$ cat config.mk
export PLATFORM = sky130hd
export DESIGN_NAME = seven_seg_capture_flat
export DESIGN_NICKNAME = d
export VERILOG_FILES = /design/src/rtl/seven_seg_capture_if.sv /design/src/rtl/seven_seg_capture.sv /design/src/flat_wrapper.sv
export SDC_FILE = /design/constraint.sdc
export NUM_CORES = 1
export LEC_CHECK = 0
export CAP_MARGIN = 20
export CORE_MARGIN = 4
export CORE_UTILIZATION = 58
export CTS_CLUSTER_DIAMETER = 30
export CTS_CLUSTER_SIZE = 8
export DETAILED_ROUTE_END_ITERATION = 16
export PLACE_DENSITY_LB_ADDON = 0.1
export SYNTH_ARGS = -nofsm -noshare
export SYNTH_HDL_FRONTEND = slang
export SYNTH_SLANG_ARGS = --single-unit
$ cat constraint.sdc
create_clock -name clk -period 6.6 [get_ports clk]
set_input_delay 0.99 -clock clk [delete_from_list [all_inputs] [get_ports clk]]
set_output_delay 0.99 -clock clk [all_outputs]
set_load 0.02 [all_outputs]
$ cat src/rtl/seven_seg_capture_if.sv
// Scan bus of the 8-digit seven-segment display: active-low anode strobes plus the shared digit value.
interface seven_seg_capture_if;
  logic [7:0] an;
  logic [3:0] ONE_DIGIT;

  modport master (output an, output ONE_DIGIT);
  modport slave  (input  an, input  ONE_DIGIT);
endinterface

$ cat src/rtl/seven_seg_capture.sv
// Receive side of the seven-segment scan: waits for each strobe/digit pair to settle,
// then rebuilds digit1..digit8 and reports frame completion, bad strobes and stalled scans.
module seven_seg_capture #(
  parameter int unsigned SETTLE  = 4,
  parameter int unsigned TIMEOUT = 1024
) (
  input  logic               clk,
  input  logic               reset,
  seven_seg_capture_if.slave scan,
  output logic [3:0]         digit1,
  output logic [3:0]         digit2,
  output logic [3:0]         digit3,
  output logic [3:0]         digit4,
  output logic [3:0]         digit5,
  output logic [3:0]         digit6,
  output logic [3:0]         digit7,
  output logic [3:0]         digit8,
  output logic               frame_valid,
  output logic               scan_error,
  output logic               stall
);

  localparam int unsigned SW = $clog2(SETTLE + 1);
  localparam int unsigned TW = $clog2(TIMEOUT + 1);

  logic [7:0]    an_q, an_p;
  logic [3:0]    d_q, d_p;
  logic [SW-1:0] settle_cnt;
  logic [TW-1:0] stall_cnt;
  logic [3:0]    digit_r [8];
  logic [7:0]    seen;

  logic       pair_match;
  logic       capture;
  logic       one_cold;
  logic       multi;
  logic [7:0] sel;
  logic [7:0] seen_next;

  always_comb begin
    pair_match = (an_q == an_p) && (d_q == d_p);
    // Count only ever passes SETTLE-1 once per dwell, so this yields a single capture.
    capture    = pair_match && (settle_cnt == SW'(SETTLE - 1));
    sel        = ~an_q;
    one_cold   = (sel != 8'h00) && ((sel & (sel - 8'd1)) == 8'h00);
    multi      = (sel != 8'h00) && !one_cold;
    seen_next  = seen | sel;
  end

  always_ff @(posedge clk or negedge reset) begin
    if (!reset) begin
      an_q <= '1;
      d_q  <= '0;
      an_p <= '1;
      d_p  <= '0;
    end else begin
      an_q <= scan.an;
      d_q  <= scan.ONE_DIGIT;
      an_p <= an_q;
      d_p  <= d_q;
    end
  end

  always_ff @(posedge clk or negedge reset) begin
    if (!reset) begin
      settle_cnt <= '0;
    end else if (!pair_match) begin
      settle_cnt <= '0;
    end else if (settle_cnt != SW'(SETTLE)) begin
      settle_cnt <= settle_cnt + 1'b1;
    end
  end

  // Strobe-only activity counter: digit bus changes do not keep the scan alive.
  always_ff @(posedge clk or negedge reset) begin
    if (!reset) begin
      stall_cnt <= '0;
    end else if (an_q != an_p) begin
      stall_cnt <= '0;
    end else if (stall_cnt != TW'(TIMEOUT)) begin
      stall_cnt <= stall_cnt + 1'b1;
    end
  end

  always_ff @(posedge clk or negedge reset) begin
    if (!reset) begin
      for (int unsigned i = 0; i < 8; i++) digit_r[i] <= '0;
      seen        <= '0;
      frame_valid <= 1'b0;
      scan_error  <= 1'b0;
    end else begin
      frame_valid <= 1'b0;
      scan_error  <= 1'b0;
      if (capture) begin
        if (one_cold) begin
          for (int unsigned i = 0; i < 8; i++) begin
            if (sel[i]) digit_r[i] <= d_q;
          end
          if (seen_next == 8'hFF) begin
            frame_valid <= 1'b1;
            seen        <= '0;
          end else begin
            seen <= seen_next;
          end
        end else if (multi) begin
          scan_error <= 1'b1;
        end
      end
    end
  end

  assign stall  = (stall_cnt == TW'(TIMEOUT));
  assign digit1 = digit_r[0];
  assign digit2 = digit_r[1];
  assign digit3 = digit_r[2];
  assign digit4 = digit_r[3];
  assign digit5 = digit_r[4];
  assign digit6 = digit_r[5];
  assign digit7 = digit_r[6];
  assign digit8 = digit_r[7];

endmodule

$ cat src/flat_wrapper.sv
// flat-port wrapper written by rule: the top's interface ports become plain ports
module seven_seg_capture_flat 
#(
  parameter int unsigned SETTLE  = 4,
  parameter int unsigned TIMEOUT = 1024
)
  (clk, reset, digit1, digit2, digit3, digit4, digit5, digit6, digit7, digit8, frame_valid, scan_error, stall, scan_an, scan_ONE_DIGIT);
  seven_seg_capture_if scan_i ();
  input  logic clk;
  input  logic reset;
  output logic [3:0] digit1;
  output logic [3:0] digit2;
  output logic [3:0] digit3;
  output logic [3:0] digit4;
  output logic [3:0] digit5;
  output logic [3:0] digit6;
  output logic [3:0] digit7;
  output logic [3:0] digit8;
  output logic frame_valid;
  output logic scan_error;
  output logic stall;
  input wire logic [$bits(scan_i.an)-1:0] scan_an;
  input wire logic [$bits(scan_i.ONE_DIGIT)-1:0] scan_ONE_DIGIT;
  assign scan_i.an = scan_an;
  assign scan_i.ONE_DIGIT = scan_ONE_DIGIT;
  seven_seg_capture #(.SETTLE(SETTLE), .TIMEOUT(TIMEOUT)) u_core (.clk(clk), .reset(reset), .scan(scan_i), .digit1(digit1), .digit2(digit2), .digit3(digit3), .digit4(digit4), .digit5(digit5), .digit6(digit6), .digit7(digit7), .digit8(digit8), .frame_valid(frame_valid), .scan_error(scan_error), .stall(stall));
endmodule
==> results.cfg, run 1 <==
[outcome]
status = finished, final reports clean

[global_route]
grt.total_usage_pct = 18.7
grt_first_pass_wirelength_microns = 10500
grt_max_degree = 81
grt-ovfl-total = 0
grt_pass1_vias = 2137
antenna_found_initial = 0

[power]
switching_power_mw = 0.209
vdd_ir_drop_max_mv = 0.208
combinationalPowerShare_pct = 3.6
p_total_mw = 0.910
pwr-share-seq_pct = 56.5
p_leak_nw = 1.88
clkPwrFrac_pct = 39.8
p_int_mw = 0.701
swShare_pct = 22.9
p_per_area_nw_per_um2 = 221

[cts]
clk_pin_slew_ns = 0.08
clk_latency_ns = 0.35
clock_path_buffers = 2
cts_resized = 0
clkSinkCount = 80
cts_tree = done
htreeDepth = 3
cts_setup_buffers = 0
cts_buffers = 9
root_buffer = clkbuf_8
holdBufCountCts = 0

[routing]
ant_nets = 0
wl_per_cell_microns = 16.2
remaining_drc_errors = 0
wl_microns = 6100
dr.pass1.iters = 4
vias_per_cell = 5.51
drtIter0Drc = 82
vias = 2078

[timing]
worstMarginPinSlew_ns = 0.961
hold_violations = 0
fin_crit_ns = 3.14
timing.final.crit_share_pct = 47.5
fin_setup_tns_ns = 0
fmax_mhz = 319
rsz0062_at_grt = false
setup-violations-final = 0
finalMaxSlewViolations = 0
max-slew-margin-rel_pct = 36.0
fin_skew_ns = 0.00619

[setup_path]
cp.arrival_ns = 2.15
critical_path_required_ns = 5.61
endpoint_kind = output pin
crit_family = buffers and inverters
worst-path-buf-inv = 2
critical_path.max_fanout = 6
crit_type = register to output pin
cp_slowest_cell = clkdlybuf4s50_1
crit_chain = nor4_1, nand4_1, inv_1, clkdlybuf4s50_1
worstSetupStartpointType = register
crit_path_max_incr_delay_ns = 0.62

[synthesis]
ys_top_cells_by_area = dfrtp_1 (47%), dfstp_2 (12%), mux2_2 (9.6%)
synth_top_area_share_pct = 47.1
synth_warnings = 0
synth_common_cells = dfrtp_1 (64), mux2_2 (29), xor2_1 (18), dfstp_2 (16), inv_1 (15)
ys_types = 36
syn-cell-area_sq_um = 3400
yosysMostFrequentCell = dfrtp_1
seq_area_frac_synth_pct = 59.5
synth_enable_flop_cells = 0
async_flop_share_pct = 100
yosysTopAreaCell = dfrtp_1
synth_seq_cells = 80
syn_inst = 250
synth_flop_cell = dfrtp_1
syn-num-nets = 269
syn_avg_cell_area_sq_um = 13.6

[die]
start_util_pct = 60.6
io_pins = 49
die-height_microns = 84.5
die_w_microns = 84.5
core_area_sq_um = 5610
rows = 27
die-area_sq_um = 7150

[final_layout]
drive_above_1_share_pct = 25.2
diodes = 0
area_growth_pct = 21.4
layout.cells.non_filler = 377
finalNetCount = 319

[place]
io_buffers = 48
dp_hpwl_microns = 4160
place_congestion = 0.792
dpl.cell_count = 361

[hold_path]
min_path_type = register to register

[run]
maxCapViolations = 0
[cells in the final DEF (no fill, tap or decap), types with 2 or more instances in the layout]
cell,synthesis,routed
o22ai_1,4,4
nor4_2,2,2
clkbuf_8,0,10
xnor2_1,3,3
a21oi_1,3,3
nand2_1,10,10
nor2_1,14,14
dfstp_2,16,16
nor3_4,3,3
nor4_1,7,7
o21a_1,9,9
mux2_2,29,29
clkdlybuf4s50_1,0,47
and3_1,5,5
inv_1,15,15
dfrtp_1,64,64
xor2_1,18,18
nand4_1,2,2
ha_1,5,5
mux2_1,4,4
clkinvlp_4,0,2
nand3_1,10,10
nor4_4,6,6
[area by class of cell]
| cell class | count | area (sq um) |
|---|---|---|
| Inverter | 15 | 56.3 |
| Sequential cell | 80 | 2020 |
| Tap cell | 72 | 90.1 |
| Fill cell | 401 | 1480 |
| Clock buffer | 10 | 138 |
| Timing Repair Buffer | 48 | 478 |
| Clock inverter | 6 | 67.6 |
| Multi-Input combinational cell | 146 | 1270 |
[metrics by stage]
stage	worst slack, ns	instance area (sq um)	hold WS, ns	utilization [%]
floorplan	4.17	3400	0.352	-
global placement	3.57	3920	0.403	69.9
detailed placement	3.54	3920	0.411	69.9
CTS	3.46	4130	0.422	73.6
global route	3.23	4130	0.435	73.6
finish	3.46	4130	0.422	73.6
[power by group through the flow]
stage | combinational, mW | clock, mW | sequential [mW]
final | 0.0330 | 0.362 | 0.514
after CTS | 0.0339 | 0.373 | 0.515
after global placement | 0.0331 | 0 | 0.523
after global routing | 0.0376 | 0.399 | 0.516
after floorplan | 0.0184 | 0 | 0.517
after detailed placement | 0.0338 | 0 | 0.524
[cells by family (layout without fill, tap and decap cells)]
group	Yosys count	count (layout)	share of synthesized area [%]
AOI/OAI and AO/OA	21	21	4.42
xor gates and xnor gates	21	21	5.41
adders and majority gates	6	6	2.14
buffers and inverters	24	79	3.02
DFF	80	80	59.5
muxes	34	34	11.2
and+or+nand+nor	64	64	14.3
[routing by layer]
metal / vias to the layer above / global-route usage, % / routed length [microns]
met4: 0 / 10.2 / 174
met1: 1036 / 24.3 / 2780
met2: 50 / 28.7 / 2900
li1: 975 / - / -
met3: 17 / 5.00 / 250
met5: - / 0 / 0
[state kept, by name (all words and copies together), names as in the netlist, 8 cells and up]
name              cells
u_core.an_q           8
u_core.stall_cnt     11
u_core.seen           8
u_core.an_p           8
[worst paths after layout]
check	startpoint	endpoint	slack [ns]	cells after the start
min reg2reg	u_core.an_q[0]	u_core.an_p[0]	0.42	0
min	u_core.an_q[0]	u_core.an_p[0]	0.42	0
min in group asynchronous	reset	u_core.stall_cnt[9]	0.77	1
max reg2reg	u_core.an_q[1]	u_core.seen[0]	3.51	5
max	u_core.stall_cnt[4]	stall	3.46	4
max in group asynchronous	reset	u_core.frame_valid	5.18	1
Power figures use the tool's default switching activity.
==> run 2: changes to the inputs <==
--- a/config.mk
+++ b/config.mk
@@ -7,7 +7,7 @@
 export LEC_CHECK = 0
 export CAP_MARGIN = 20
 export CORE_MARGIN = 4
-export CORE_UTILIZATION = 58
+export CORE_UTILIZATION = 54
 export CTS_CLUSTER_DIAMETER = 30
 export CTS_CLUSTER_SIZE = 8
 export DETAILED_ROUTE_END_ITERATION = 16
==> constraint.sdc (replaced) <==
create_clock -name clk -period 3 [get_ports clk]
set_input_delay 0.45 -clock clk [delete_from_list [all_inputs] [get_ports clk]]
set_output_delay 0.45 -clock clk [all_outputs]
set_load 0.02 [all_outputs]
==> run 2 against run 1 <==
Effect of this change:
- setup slack got worse by 3.1 ns
- sequential share of layout area decreased by 0.76 points
- final cell count increased by 1.3%
- critical endpoint is now u_core.seen[5]
- largest power group unchanged
==> results.cfg, run 2 (same netlist as run 1, synthesis figures left out) <==
[outcome]
status = finished, final reports clean

[power]
clkPwrFrac_pct = 44.9
p_int_mw = 1.70
pwr-share-seq_pct = 51.7
switching_power_mw = 0.491
p_total_mw = 2.19
swShare_pct = 22.4
combinationalPowerShare_pct = 3.4
p_per_area_nw_per_um2 = 523
p_leak_nw = 1.92
vdd_ir_drop_max_mv = 0.379

[final_layout]
finish.instance_area_sq_um = 4190
layout_common_cells = dfrtp_1 (64), clkdlybuf4s50_1 (47), mux2_2 (29), xor2_1 (18), dfstp_2 (16)
area_growth_pct = 23.3
largest-register = u_core.stall_cnt
finalNetCount = 321
regArea_sq_um = 2020
drive_above_1_share_pct = 25.7
layout.cells.non_filler = 382
largest_register_ffs = 11
n_fill_cell = 439
diodes = 0
multiInputGateArea_sq_um = 1270
layout_commonest_cell = dfrtp_1

[place]
dpl.cell_count = 366
place_congestion = 0.856
io_buffers = 48
dp_hpwl_microns = 4220
dp_slack_ns = 0.378
place_area_sq_um = 3940

[global_route]
grt_max_degree = 81
grt-ovfl-total = 0
antenna_found_initial = 0
grt_first_pass_wirelength_microns = 11100
grt_pass1_vias = 2241
grt.total_usage_pct = 19.3

[routing]
remaining_drc_errors = 0
wl_per_cell_microns = 16.5
vias = 2066
ant_nets = 0
dr.pass1.iters = 4
vias_per_cell = 5.41
wl_microns = 6310
drtIter0Drc = 113

[die]
die_w_microns = 87.3
io_pins = 49
start_util_pct = 56.4
die-area_sq_um = 7630
core_area_sq_um = 6030
die-height_microns = 87.3
rows = 28

[timing]
fin_skew_ns = 0.0114
setup-violations-final = 0
worstMarginPinSlew_ns = 0.968
hold_violations = 0
finalMaxSlewViolations = 0
setup_ws_ns = 0.357
max-slew-margin-rel_pct = 35.5
rsz0062_at_grt = false
timing.final.crit_share_pct = 88.1
fin_setup_tns_ns = 0
fin_crit_ns = 2.64
fmax_mhz = 378

[cts]
clock_path_buffers = 2
cts_tree = done
root_buffer = clkbuf_8
htreeDepth = 3
holdBufCountCts = 0
cts_setup_buffers = 0
clk_pin_slew_ns = 0.09
clk_latency_ns = 0.36
cts_resized = 0
cts_buffers = 9
clkSinkCount = 80

[setup_path]
cp_slowest_cell = or4b_1
cp.arrival_ns = 2.90
critical_path.max_fanout = 12
crit_start = u_core.an_q[1]
worstSetupStartpointType = register
endpoint_kind = register
crit_path_max_incr_delay_ns = 0.69
crit_type = register to register
crit_family = simple AND/OR/NAND/NOR gates
r2r-start = u_core.an_q[1]
critical_path_required_ns = 3.26
worst-path-buf-inv = 1
crit_chain = xor2_1, nor4_1, nand3_2, buf_4, or4b_1, o21a_1

[run]
maxCapViolations = 0

[hold_path]
min_path_type = primary input to async pin
==> run 2: cell type report <==
| type | count | area share, % |
|---|---|---|
| clock buffer | 9 | 2.96 |
| tap | 75 | 2.24 |
| timing repair buffer | 50 | 11.8 |
| clock inverter | 7 | 3.05 |
| multi-input combinational | 146 | 30.4 |
| sequential | 80 | 48.3 |
| inverter | 15 | 1.34 |
==> run 2: path summary, 6_finish.rpt <==
check	to	slack (ns)	cells past startpoint
setup / recovery	u_core.seen[5]	0.36	6
max in group asynchronous	u_core.digit6[2]	2.14	1
hold / removal	u_core.stall_cnt[8]	0.24	1
hold reg to reg	u_core.an_p[7]	0.42	0
setup reg to reg	u_core.seen[5]	0.36	6
min in group clk	u_core.an_p[7]	0.42	0
==> run 2: power by group through the flow <==
stage / clock (mW) / combinational [mW] / sequential, mW
6_report: 0.983 / 0.0743 / 1.13
5_1_grt: 1.06 / 0.0843 / 1.14
4_1_cts: 1.00 / 0.0769 / 1.13
3_5_place_dp: 0 / 0.0759 / 1.15
3_3_place_gp: 0 / 0.0760 / 1.15
2_1_floorplan: 0 / 0.0405 / 1.14
==> run 2: through the flow <==
stage | util, % | hold slack (ns)
after floorplan | - | 0.154
after global placement | 65.4 | 0.410
after detailed placement | 65.4 | 0.412
after CTS | 69.5 | 0.282
after global routing | 69.5 | 0.323
final | 69.5 | 0.241
==> run 2: layer usage <==
layer | up-vias | share of wire, % | wire [microns] | global-route usage (%)
met5 | - | 0 | 0 | 0
met4 | 0 | 1.7 | 110 | 6.69
met3 | 10 | 6.0 | 377 | 8.51
met2 | 45 | 44 | 2780 | 26.6
met1 | 1033 | 48 | 3040 | 27.3
li1 | 978 | - | - | -
==> run 3: changes to the inputs <==
--- a/config.mk
+++ b/config.mk
@@ -6,8 +6,10 @@
 export NUM_CORES = 1
 export LEC_CHECK = 0
 export CAP_MARGIN = 20
+export CELL_PAD_IN_SITES_DETAIL_PLACEMENT = 1
+export CELL_PAD_IN_SITES_GLOBAL_PLACEMENT = 1
 export CORE_MARGIN = 4
-export CORE_UTILIZATION = 54
+export CORE_UTILIZATION = 44
 export CTS_CLUSTER_DIAMETER = 30
 export CTS_CLUSTER_SIZE = 8
 export DETAILED_ROUTE_END_ITERATION = 16
==> constraint.sdc (replaced) <==
create_clock -name clk -period 2.61 [get_ports clk]
set_input_delay 0.3915 -clock clk [delete_from_list [all_inputs] [get_ports clk]]
set_output_delay 0.3915 -clock clk [all_outputs]
set_load 0.02 [all_outputs]
==> run 3 against run 2 <==
Effect of this change:
- sequential share of layout area fell by 1.3 points
- total power rose by 10%
- utilization fell by 11 points
- sequential cell count did not move
- critical path type unchanged
- largest cell class unchanged
- largest power group unchanged
==> results.cfg, run 3 (same netlist as run 1, synthesis figures left out) <==
[outcome]
status = finished, final reports clean

[cts]
clk_latency_ns = 0.35
clock_path_buffers = 2
clk_pin_slew_ns = 0.09
clkSinkCount = 80
htreeDepth = 3
root_buffer = clkbuf_8
cts_buffers = 9
cts_tree = done

[timing]
rsz0062_at_grt = false
worstMarginPinSlew_ns = 0.692
fin_skew_ns = 0.0106
fin_setup_tns_ns = 0
setup-violations-final = 0
max-slew-margin-rel_pct = 53.5
fmax_mhz = 412
fin_crit_ns = 2.43
timing.final.crit_share_pct = 93.0
finalMaxSlewViolations = 0
hold_violations = 0

[routing]
ant_nets = 0
drt-met1-wl_microns = 3120
wl_per_cell_microns = 16.7
vias = 2115
dr.max_layer_used = met4
remaining_drc_errors = 0
drtIter0Drc = 62
wl_met3_microns = 212
dr.pass1.iters = 4
vias_per_cell = 5.08
dr_wl_met2_microns = 3500
wl_microns = 6950

[setup_path]
crit_path_max_incr_delay_ns = 0.66
crit_type = register to register
critical_path.max_fanout = 12
crit_start = u_core.an_q[1]
path_depth = 7
endpoint_kind = register
worst-path-buf-inv = 2
cp_slowest_cell = dfstp_2
worst-r2r-setup-slack_ns = 0.18
endpoint = u_core.digit1[0]
critical_path_required_ns = 2.85
cp.arrival_ns = 2.67
r2r-start = u_core.an_q[1]
r2r-end = u_core.digit1[0]
worstSetupStartpointType = register
crit_family = simple AND/OR/NAND/NOR gates
r2r_cells = 7
crit_chain = xor2_1, nor4_1, buf_4, nand3_2, buf_12, nor4_4, mux2_2

[global_route]
grt-ovfl-total = 0
antenna_found_initial = 0
grt_first_pass_wirelength_microns = 11500
grt.total_usage_pct = 16.9
grt_max_degree = 81
grt_pass1_vias = 2295

[final_layout]
finalNetCount = 331
layout_common_cells = dfrtp_1 (64), clkdlybuf4s50_1 (47), mux2_2 (29), xor2_1 (18), dfstp_2 (16)
largest-register = u_core.stall_cnt
area_growth_pct = 26.8
drive_above_1_share_pct = 28.1
layout_commonest_cell = dfrtp_1
layout.cells.non_filler = 416
diodes = 0
largest_register_ffs = 11
n_fill_cell = 740

[place]
dp_hpwl_microns = 4840
io_buffers = 48
place_congestion = 0.756
dpl.cell_count = 397

[power]
p_per_area_nw_per_um2 = 559
p_total_mw = 2.41
p_leak_nw = 1.96
vdd_ir_drop_max_mv = 0.273

[die]
die-height_microns = 95.9
io_pins = 49
die_w_microns = 95.9
start_util_pct = 46.1
core_area_sq_um = 7370
die-area_sq_um = 9190
rows = 31

[run]
maxCapViolations = 0

[hold_path]
min_path_type = register to register
run 3: changes by cell type in the layout (fill, tap and decap cells not counted), sizes merged:
cell,change
clkbuf,+1
inv,-1
bufinv,-1
clkinvlp,+2
dlygate4sd3,+1
buf,+9
clkinv,-1
run 3: worst register-to-register path: stages, from the launching register on:
cell and delay, ns:
dfstp_2 0.66, xor2_1 0.10, nor4_1 0.33, buf_4 0.19, nand3_2 0.08, buf_12 0.18
nor4_4 0.41, mux2_2 0.38
run 3: timing repair:
| action | 4_1_cts | 5_1_grt |
|---|---|---|
| gates resized for setup | 0 | 2 |
| hold buffers | 0 | 1 |
| hold endpoints to repair | 0 | 10 |
| cloned | 0 | 0 |
| endpoints found under the setup margin | 1 | 8 |
| pin swaps | 1 | 0 |
| setup buffers | 1 | 0 |
run 3: worst min-delay path by stage:
stage,start,slack [ns],cells after the start,end
after floorplan,reset,0.1,0,u_core.d_p[0]
after global placement,u_core.an_q[0],0.41,0,u_core.an_p[0]
after detailed placement,u_core.an_q[0],0.41,0,u_core.an_p[0]
after CTS,reset,0.24,1,u_core.digit1[2]
after global routing,scan_an[0],0.43,1,u_core.an_q[0]
final,u_core.an_q[0],0.42,0,u_core.an_p[0]
run 3: stage by stage:
stage	hold slack (ns)	instance area (sq um)	utilization, %	worst slack [ns]
finish	0.423	4310	58.5	0.183
global route	0.428	4310	58.5	0.0383
detailed placement	0.414	4030	54.7	0.151
floorplan	0.0959	3400	-	0.181
global placement	0.412	4030	54.7	0.190
CTS	0.239	4260	57.8	0.0766
run 3: per-layer routing:
layer	track usage, %	up-vias
met4	6.75	0
met1	22.2	1082
met2	27.0	30
met5	0	-
li1	-	994
met3	3.99	9
run 3: power by group:
part           leakage, nW  total [mW]  switching [mW]  internal (mW)
registers             1.04        1.29          0.0236           1.27
logic                0.811       0.112          0.0637         0.0480
clock network        0.103        1.00           0.460          0.544
run 3: area by class of cell:
| cell class | count | area (sq um) | share of cell area, % |
|---|---|---|---|
| flip-flops and latches | 80 | 2020 | 46.9 |
| multi-input cells | 146 | 1280 | 29.8 |
| repair buffers | 60 | 603 | 14.0 |
| clock buffers | 10 | 128 | 2.96 |
| well taps | 99 | 124 | 2.87 |
| clock inverters | 6 | 92.6 | 2.15 |
| inverters | 15 | 56.3 | 1.31 |
